File: config.mk
export PLATFORM = sky130hd
export DESIGN_NAME = sr_cmd_conditioner
export DESIGN_NICKNAME = d
export VERILOG_FILES = /design/src/rtl/sr_cmd_pkg.sv /design/src/rtl/sr_cmd_debounce_ch.sv /design/src/rtl/sr_cmd_conditioner.sv
export SDC_FILE = /design/constraint.sdc
export NUM_CORES = 1
export LEC_CHECK = 0
export BUFFER_PORTS_ARGS = -buffer_cell sky130_fd_sc_hd__buf_2
export CORE_MARGIN = 5
export CORE_UTILIZATION = 40
export CTS_BUF_LIST = sky130_fd_sc_hd__clkbuf_8
export DETAILED_ROUTE_END_ITERATION = 7
export PLACE_DENSITY = 0.7
export RECOVER_POWER = 25
export SETUP_SLACK_MARGIN = 0.1
export SYNTH_ARGS = -nofsm -noshare
export SYNTH_HDL_FRONTEND = slang
export SYNTH_SLANG_ARGS = --single-unit
File: constraint.sdc
create_clock -name clk -period 1.21 [get_ports clk]
set_input_delay 0.0605 -clock clk [delete_from_list [all_inputs] [get_ports clk]]
set_output_delay 0.0605 -clock clk [all_outputs]
set_load 0.02 [all_outputs]
File: src/rtl/sr_cmd_pkg.sv
// Shared types for the SR command conditioner: FSM state encoding and counter sizing.
package sr_cmd_pkg;

   typedef enum logic [1:0] {
      IDLE  = 2'd0,
      PULSE = 2'd1,
      HOLD  = 2'd2
   } sr_state_e;

   // Bits needed to hold values 0..max_val; never narrower than one bit.
   function automatic int unsigned cnt_width(input int unsigned max_val);
      return (max_val < 2) ? 1 : $clog2(max_val + 1);
   endfunction

endpackage

File: src/rtl/sr_cmd_debounce_ch.sv
// One request channel: optional 2-flop synchroniser (SR_CMD_SYNC_EN), debounce counter,
// debounced level and its rising-edge strobe.
module sr_cmd_debounce_ch
   import sr_cmd_pkg::*;
#(
   parameter int unsigned DEB_CYCLES = 4
) (
   input  logic clk,
   input  logic reset_n,
   input  logic i_raw,
   output logic o_lvl,
   output logic o_rise_c
);

   localparam int unsigned CW = cnt_width(DEB_CYCLES);

   logic          w_sample;
   logic [CW-1:0] r_cnt;
   logic          r_lvl;
   logic          r_lvl_d;

`ifdef SR_CMD_SYNC_EN
   logic [1:0] r_sync;

   always_ff @(posedge clk or negedge reset_n) begin
      if (!reset_n) begin
         r_sync <= 2'b00;
      end else begin
         r_sync <= {r_sync[0], i_raw};
      end
   end

   assign w_sample = r_sync[1];
`else
   assign w_sample = i_raw;
`endif

   // Level flips only after DEB_CYCLES consecutive samples that disagree with it.
   always_ff @(posedge clk or negedge reset_n) begin
      if (!reset_n) begin
         r_cnt   <= '0;
         r_lvl   <= 1'b0;
         r_lvl_d <= 1'b0;
      end else begin
         r_lvl_d <= r_lvl;
         if (w_sample == r_lvl) begin
            r_cnt <= '0;
         end else if (r_cnt == CW'(DEB_CYCLES - 1)) begin
            r_lvl <= w_sample;
            r_cnt <= '0;
         end else begin
            r_cnt <= r_cnt + CW'(1);
         end
      end
   end

   assign o_lvl    = r_lvl;
   assign o_rise_c = r_lvl & ~r_lvl_d;

endmodule

File: src/rtl/sr_cmd_conditioner.sv
// Debounced set/clear requests to mutually exclusive single-cycle S/R pulses with holdoff,
// plus conflict/dropped reporting. SR_CMD_SYNC_EN adds input synchronisers.
module sr_cmd_conditioner
   import sr_cmd_pkg::*;
#(
   parameter int unsigned DEB_CYCLES = 4,
   parameter int unsigned HOLDOFF    = 2
) (
   input  logic clk,
   input  logic reset_n,
   input  logic set_raw,
   input  logic clr_raw,
   output logic S,
   output logic R,
   output logic set_lvl,
   output logic clr_lvl,
   output logic conflict,
   output logic dropped
);

   localparam int unsigned HW      = cnt_width(HOLDOFF);
   localparam bit          HOLD_EN = (HOLDOFF != 0);

   logic          w_set_rise_c;
   logic          w_clr_rise_c;
   logic          w_set_lvl;
   logic          w_clr_lvl;

   sr_state_e     r_state;
   sr_state_e     w_state_nxt;
   logic [HW-1:0] r_hcnt;
   logic [HW-1:0] w_hcnt_nxt;
   logic          r_s;
   logic          r_r;
   logic          r_conflict;
   logic          r_dropped;
   logic          w_s_nxt;
   logic          w_r_nxt;
   logic          w_conflict_nxt;
   logic          w_dropped_nxt;

   sr_cmd_debounce_ch #(.DEB_CYCLES(DEB_CYCLES)) u_set_ch (
      .clk      (clk),
      .reset_n  (reset_n),
      .i_raw    (set_raw),
      .o_lvl    (w_set_lvl),
      .o_rise_c (w_set_rise_c)
   );

   sr_cmd_debounce_ch #(.DEB_CYCLES(DEB_CYCLES)) u_clr_ch (
      .clk      (clk),
      .reset_n  (reset_n),
      .i_raw    (clr_raw),
      .o_lvl    (w_clr_lvl),
      .o_rise_c (w_clr_rise_c)
   );

   always_ff @(posedge clk or negedge reset_n) begin
      if (!reset_n) begin
         r_state    <= IDLE;
         r_hcnt     <= '0;
         r_s        <= 1'b0;
         r_r        <= 1'b0;
         r_conflict <= 1'b0;
         r_dropped  <= 1'b0;
      end else begin
         r_state    <= w_state_nxt;
         r_hcnt     <= w_hcnt_nxt;
         r_s        <= w_s_nxt;
         r_r        <= w_r_nxt;
         r_conflict <= w_conflict_nxt;
         r_dropped  <= w_dropped_nxt;
      end
   end

   // Only IDLE can launch a pulse, and it launches at most one of S/R.
   always_comb begin
      w_state_nxt    = r_state;
      w_hcnt_nxt     = r_hcnt;
      w_s_nxt        = 1'b0;
      w_r_nxt        = 1'b0;
      w_conflict_nxt = 1'b0;
      w_dropped_nxt  = 1'b0;
      case (r_state)
         IDLE: begin
            if (w_set_rise_c && w_clr_rise_c) begin
               w_conflict_nxt = 1'b1;
            end else if (w_set_rise_c) begin
               w_s_nxt     = 1'b1;
               w_state_nxt = PULSE;
            end else if (w_clr_rise_c) begin
               w_r_nxt     = 1'b1;
               w_state_nxt = PULSE;
            end
         end
         PULSE: begin
            w_dropped_nxt = w_set_rise_c | w_clr_rise_c;
            if (HOLD_EN) begin
               w_hcnt_nxt  = HW'(HOLDOFF);
               w_state_nxt = HOLD;
            end else begin
               w_state_nxt = IDLE;
            end
         end
         HOLD: begin
            w_dropped_nxt = w_set_rise_c | w_clr_rise_c;
            if (r_hcnt <= HW'(1)) begin
               w_hcnt_nxt  = '0;
               w_state_nxt = IDLE;
            end else begin
               w_hcnt_nxt = r_hcnt - HW'(1);
            end
         end
         default: begin
            w_state_nxt = IDLE;
            w_hcnt_nxt  = '0;
         end
      endcase
   end

   assign S        = r_s;
   assign R        = r_r;
   assign set_lvl  = w_set_lvl;
   assign clr_lvl  = w_clr_lvl;
   assign conflict = r_conflict;
   assign dropped  = r_dropped;

endmodule

After elaboration in Yosys (flattened, before gate mapping):

Index checks and enable logic that the tools add are counted.

* register bits: 18
* bits of input ports: 4
* output and inout bits: 6

* add/subtract/negate cells: 3
* $lt $le $gt $ge: 1
* equality and inequality tests: 9
* mux-type cells: 21
* bitwise gates (word level): 7
* reduce and logical (&&, ||, !) cells: 6

Operators by type and width (number)
* 2-to-1 mux 3 bit: 4
* one-hot mux 2 bit (3 select lines): 2
* 2-to-1 mux 1 bit: 10
* 2-to-1 mux 2 bit: 5
* adder 3 x 1 -> 3 bit, second input constant: 2
* equality test 3 x 2 -> 1 bit, second input constant: 2
* inequality test 2 bit, second input constant: 2
* NOT 1 bit: 4
* AND reduction 2 bit: 2
* inequality test 3 bit, second input constant: 1
* AND reduction 3 bit: 1
* AND 1 bit: 2
* equality test 1 bit: 2
* equality test 2 x 1 -> 1 bit, second input constant: 1
* equality test 2 bit, second input constant: 1
* less-or-equal comparator 2 x 1 -> 1 bit, second input constant: 1
* logical NOT 2 bit: 1
* OR reduction 2 bit: 1
* subtractor 2 x 1 -> 2 bit, second input constant: 1
* logical AND 1 bit: 1
* OR 1 bit: 1

Longest topological paths before layout:

* word-level depth: 6
* depth in mapped cells: 4

Modules after synthesis:

A second synthesis with hierarchy kept.

* cell total of the unflattened synthesis: 59
* area, all modules: 777.0 um^2

By module, submodules not included
* sr_cmd_debounce_ch: times used 2, cells each 13, area each 202.7 um^2, seq. area each 125.1 um^2
* sr_cmd_conditioner: times used 1, cells each 33, area each 371.6 um^2, seq. area each 200.2 um^2

Worst setup path after synthesis:

OpenSTA, ideal clock, no wires.

* path type: register to register
* from: register u_set_ch.r_lvl (netlist: u_set_ch.o_lvl)
* to: register r_state[0]
* library setup time: 125 ps
* arrival: 1318 ps
* required time: 1085 ps
* path slack: -233 ps
* cell stages (with the launch flop): 5
* clock period less this slack: 1443 ps
* path through: dfrtp_1 and2b_4 xnor2_1 a22oi_2 mux2_2

* cells in the longest elaborated chain, start to end: 4

Ends and longest elaborated chain
* start, declared: RTL line sr_cmd_debounce_ch.sv:19 `logic r_lvl;`
* start signal, assigned: RTL line sr_cmd_debounce_ch.sv:49 `r_lvl <= w_sample;`
* AND 1 bit *: RTL line sr_cmd_debounce_ch.sv:58 `assign o_rise_c = r_lvl & ~r_lvl_d;`
* 2-to-1 mux 2 bit / logical AND 1 bit (equally long branches): RTL line sr_cmd_conditioner.sv:88, sr_cmd_conditioner.sv:86
* 2-to-1 mux 2 bit / inequality test 2 bit (equally long branches)
* one-hot mux 2 bit (3 select lines) / AND reduction 3 bit (equally long branches)
* end signal, assigned: RTL line sr_cmd_conditioner.sv:67 `r_state <= w_state_nxt;`
* end, declared: RTL line sr_cmd_conditioner.sv:29 `sr_state_e r_state;`

Every way passes the cells marked *; elsewhere a longest branch is shown, timed or not. The select of a mux whose other input is x is not followed.
A chain may end at the register's enable or synchronous reset.

Final worst setup path:

Same ends and word-level chain as after synthesis.

==> metrics.cfg <==
[hold_path]
min_to = u_clr_ch.o_lvl$_DFFE_PN0P_
hold_start = clr_raw
hp-class = in2reg
whs_path_depth = 2

[critical_path]
arrival_ns = 1.45
crit_type = reg2reg
reg2reg_slack_ns = -0.10
timing.rr.end = r_state[0]$_DFFE_PN0P_
start_kind = flip-flop
end_kind = flip-flop
crit_family = flip-flops
worstRegToRegCells = 4
path_cells = and2b_4 > xnor2_1 > a22oi_2 > mux2_2
cpPeakStageDelay_ns = 0.40
worstPathRequired_ns = 1.34
slowest_stage = dfrtp_2
crit_buf_inv = 0
cp_max_fo = 2
regToRegStartpoint = u_set_ch.o_lvl$_DFFE_PN0P_

[run_status]
outcome = finished with violations
violations = negative setup slack

[global_route]
antenna_found_initial = 0
grt_usage = 0.101
grt_pass1_vias = 487
grt_overflow_total = 0
grt_first_pass_wirelength_um = 1980
grt_max_degree = 19

[clock_network]
clk_pin_slew_ns = 0.06
htree_num_levels = 1
numCtsBuffers = 3
ctsLongestPathBuffers = 2
root_buffer = clkbuf_8
worstSkewPairLatency_ns = 0.25
cts_tree = yes
cts_sinks = 18

[power]
p_int_uw = 1820
pwr_density_cell_nw_per_um2 = 2560
p_switching_uw = 892
swShare = 0.329
pwr-share-comb = 0.519
leakagePower_uw = 0.000505
peakVddDrop_mv = 1.44
pwr-share-seq = 0.335
clkPwrFrac = 0.146

[sta]
setup_viol = 2
finClkSkew_ns = 0.00557
rsz0062_at_grt = yes
worst_pin_slew_ns = 0.433
max_slew_margin = 0.712
fmax_mhz = 763
post-route-min-period_ns = 1.31
worst_slack_ns = -0.101
finalHoldViolations = 0
fin_crit_sh = 1.08
hold_ws_ns = 0.0676
maxSlewViolCount = 0

[yosys]
avgSynthCellArea_um2 = 13.3
yosysWarnings = 0
syn_area_um2 = 758
syn_inst = 57
synth.net_count = 67
synth_cell_types = 18
synth_seq_cells = 18
synth.yosys.seq_area_share = 0.594

[detailed_routing]
drtIter0Drc = 4
wl_per_cell_um = 11.5
postRouteAntennaNets = 0
finalWirelength_um = 1260
wl_met3_um = 79
top_layer = met3
m1WireLength_um = 547
drc_errors = 0
first_pass_iters = 3
route.met2.wl_um = 631
vias_per_cell = 4.45
vias = 485

[placed_design]
place_hpwl_um = 915
dp.cells = 100
place_area_um2 = 907
place.gp.congestion = 0.679
io_buffers = 9

[final_layout]
area_growth_syn_to_layout_pct = 39.9
mostFrequentLayoutCells = dfrtp_1 (16), buf_4 (12), buf_2 (8)
diodes = 0
fin_area_um2 = 1060
fin_cells = 109
layout.nets = 95
mostFrequentLayoutCell = dfrtp_1
layout-drive-gt1-share = 0.524

[die]
die_h_um = 53.5
initial_core_util = 0.430
die-area_um2 = 2870
ios = 10
core-area_um2 = 1760
die_w_um = 53.5
rows = 15

[run]
cap_violations = 0

==> power by group through the flow <==
stage / sequential, µW / combinational, µW / clock [µW]
floorplan: 1010 / 604 / 0
CTS: 905 / 1310 / 416
global route: 927 / 1550 / 442
detailed placement: 911 / 1130 / 0
global placement: 901 / 1100 / 0
finish: 910 / 1410 / 397
==> logic make-up (layout without fill, tap and decap cells) <==
family,after synthesis,after routing,synth area share
buffers and inverters,3,30,0.0149
AO/OA/AOI/OAI,5,5,0.0479
XOR/XNOR,3,3,0.0347
AND/OR/NAND/NOR,18,18,0.150
adder cells (fa/ha/maj),6,6,0.0990
flip-flops,18,18,0.594
multiplexers,4,4,0.0594
==> worst register-to-register path: stages, from the launching register on <==
cell     delay, ns
dfrtp_2       0.40
and2b_4       0.17
xnor2_1       0.13
a22oi_2       0.15
mux2_2        0.35
==> cell type report <==
class                   instances  area [µm²]
fillers                       163         703
clock buffers                   3        41.3
repair buffers                 23         156
well taps                      25        31.3
clock inverters                 1        3.75
flip-flops and latches         18         453
inverters                       3        11.3
multi-input cells              36         364
==> cells in the mapped netlist, drive strengths merged <==
cell | n | area (µm²)
nand3b | 1 | 7.51
and2b | 2 | 20.0
and3 | 1 | 7.51
nor2b | 3 | 18.8
nand4b | 1 | 8.76
o21a | 1 | 7.51
nor2 | 2 | 7.51
dfrtp | 18 | 450
nor3 | 2 | 10.0
xnor2 | 3 | 26.3
o21ai | 2 | 10.0
ha | 6 | 75.1
nand2 | 3 | 11.3
mux2 | 4 | 45.0
a22oi | 1 | 12.5
nor3b | 3 | 22.5
inv | 3 | 11.3
a31oi | 1 | 6.26
==> through the flow <==
stage / power, µW / util / TNS, ns / setup WS, ns
2_1_floorplan: 1610 / - / -0.342 / -0.171
3_3_place_gp: 2000 / 0.514 / -0.155 / -0.0778
3_5_place_dp: 2050 / 0.514 / -0.206 / -0.104
4_1_cts: 2630 / 0.579 / -0.229 / -0.116
5_1_grt: 2920 / 0.601 / -0.281 / -0.142
6_report: 2710 / 0.601 / -0.201 / -0.101
==> layer usage <==
metal | global-route usage | up-vias
met5 | 0 | -
met4 | 0.0255 | 0
met3 | 0.0582 | 0
met2 | 0.176 | 10
met1 | 0.104 | 231
li1 | - | 244
==> registers in the layout (all words and copies together) (netlist names) <==
name              flops
u_clr_ch.r_lvl_d      1
u_clr_ch.r_cnt        3
dropped               1
u_set_ch.r_cnt        3
conflict              1
u_clr_ch.o_lvl        1
u_set_ch.r_lvl_d      1
r_hcnt                2
r_state               2
u_set_ch.o_lvl        1
S                     1
R                     1
==> worst max path at each step <==
stage	startpoint	depth (start not counted)	end	slack, ns
3_3_place_gp	u_set_ch.o_lvl$_DFFE_PN0P_	4	r_state[0]$_DFFE_PN0P_	-0.08
4_1_cts	u_clr_ch.o_lvl$_DFFE_PN0P_	4	r_state[0]$_DFFE_PN0P_	-0.12
5_1_grt	u_set_ch.r_lvl_d$_DFF_PN0_	4	r_state[1]$_DFFE_PN0P_	-0.14
6_report	u_set_ch.o_lvl$_DFFE_PN0P_	4	r_state[0]$_DFFE_PN0P_	-0.10
2_1_floorplan	u_set_ch.o_lvl$_DFFE_PN0P_	4	r_state[0]$_DFFE_PN0P_	-0.17
3_5_place_dp	u_clr_ch.o_lvl$_DFFE_PN0P_	4	r_state[0]$_DFFE_PN0P_	-0.10
==> repair_timing <==
action / CTS / global route
endpoints found under the setup margin: 6 / 6
setup buffers: 2 / 3
hold endpoints to repair: 18 / 0
hold buffers: 1 / 0
pin swaps: 4 / 2
resized for setup: 15 / 3
Note: power is estimated with default switching activity, not from simulation.
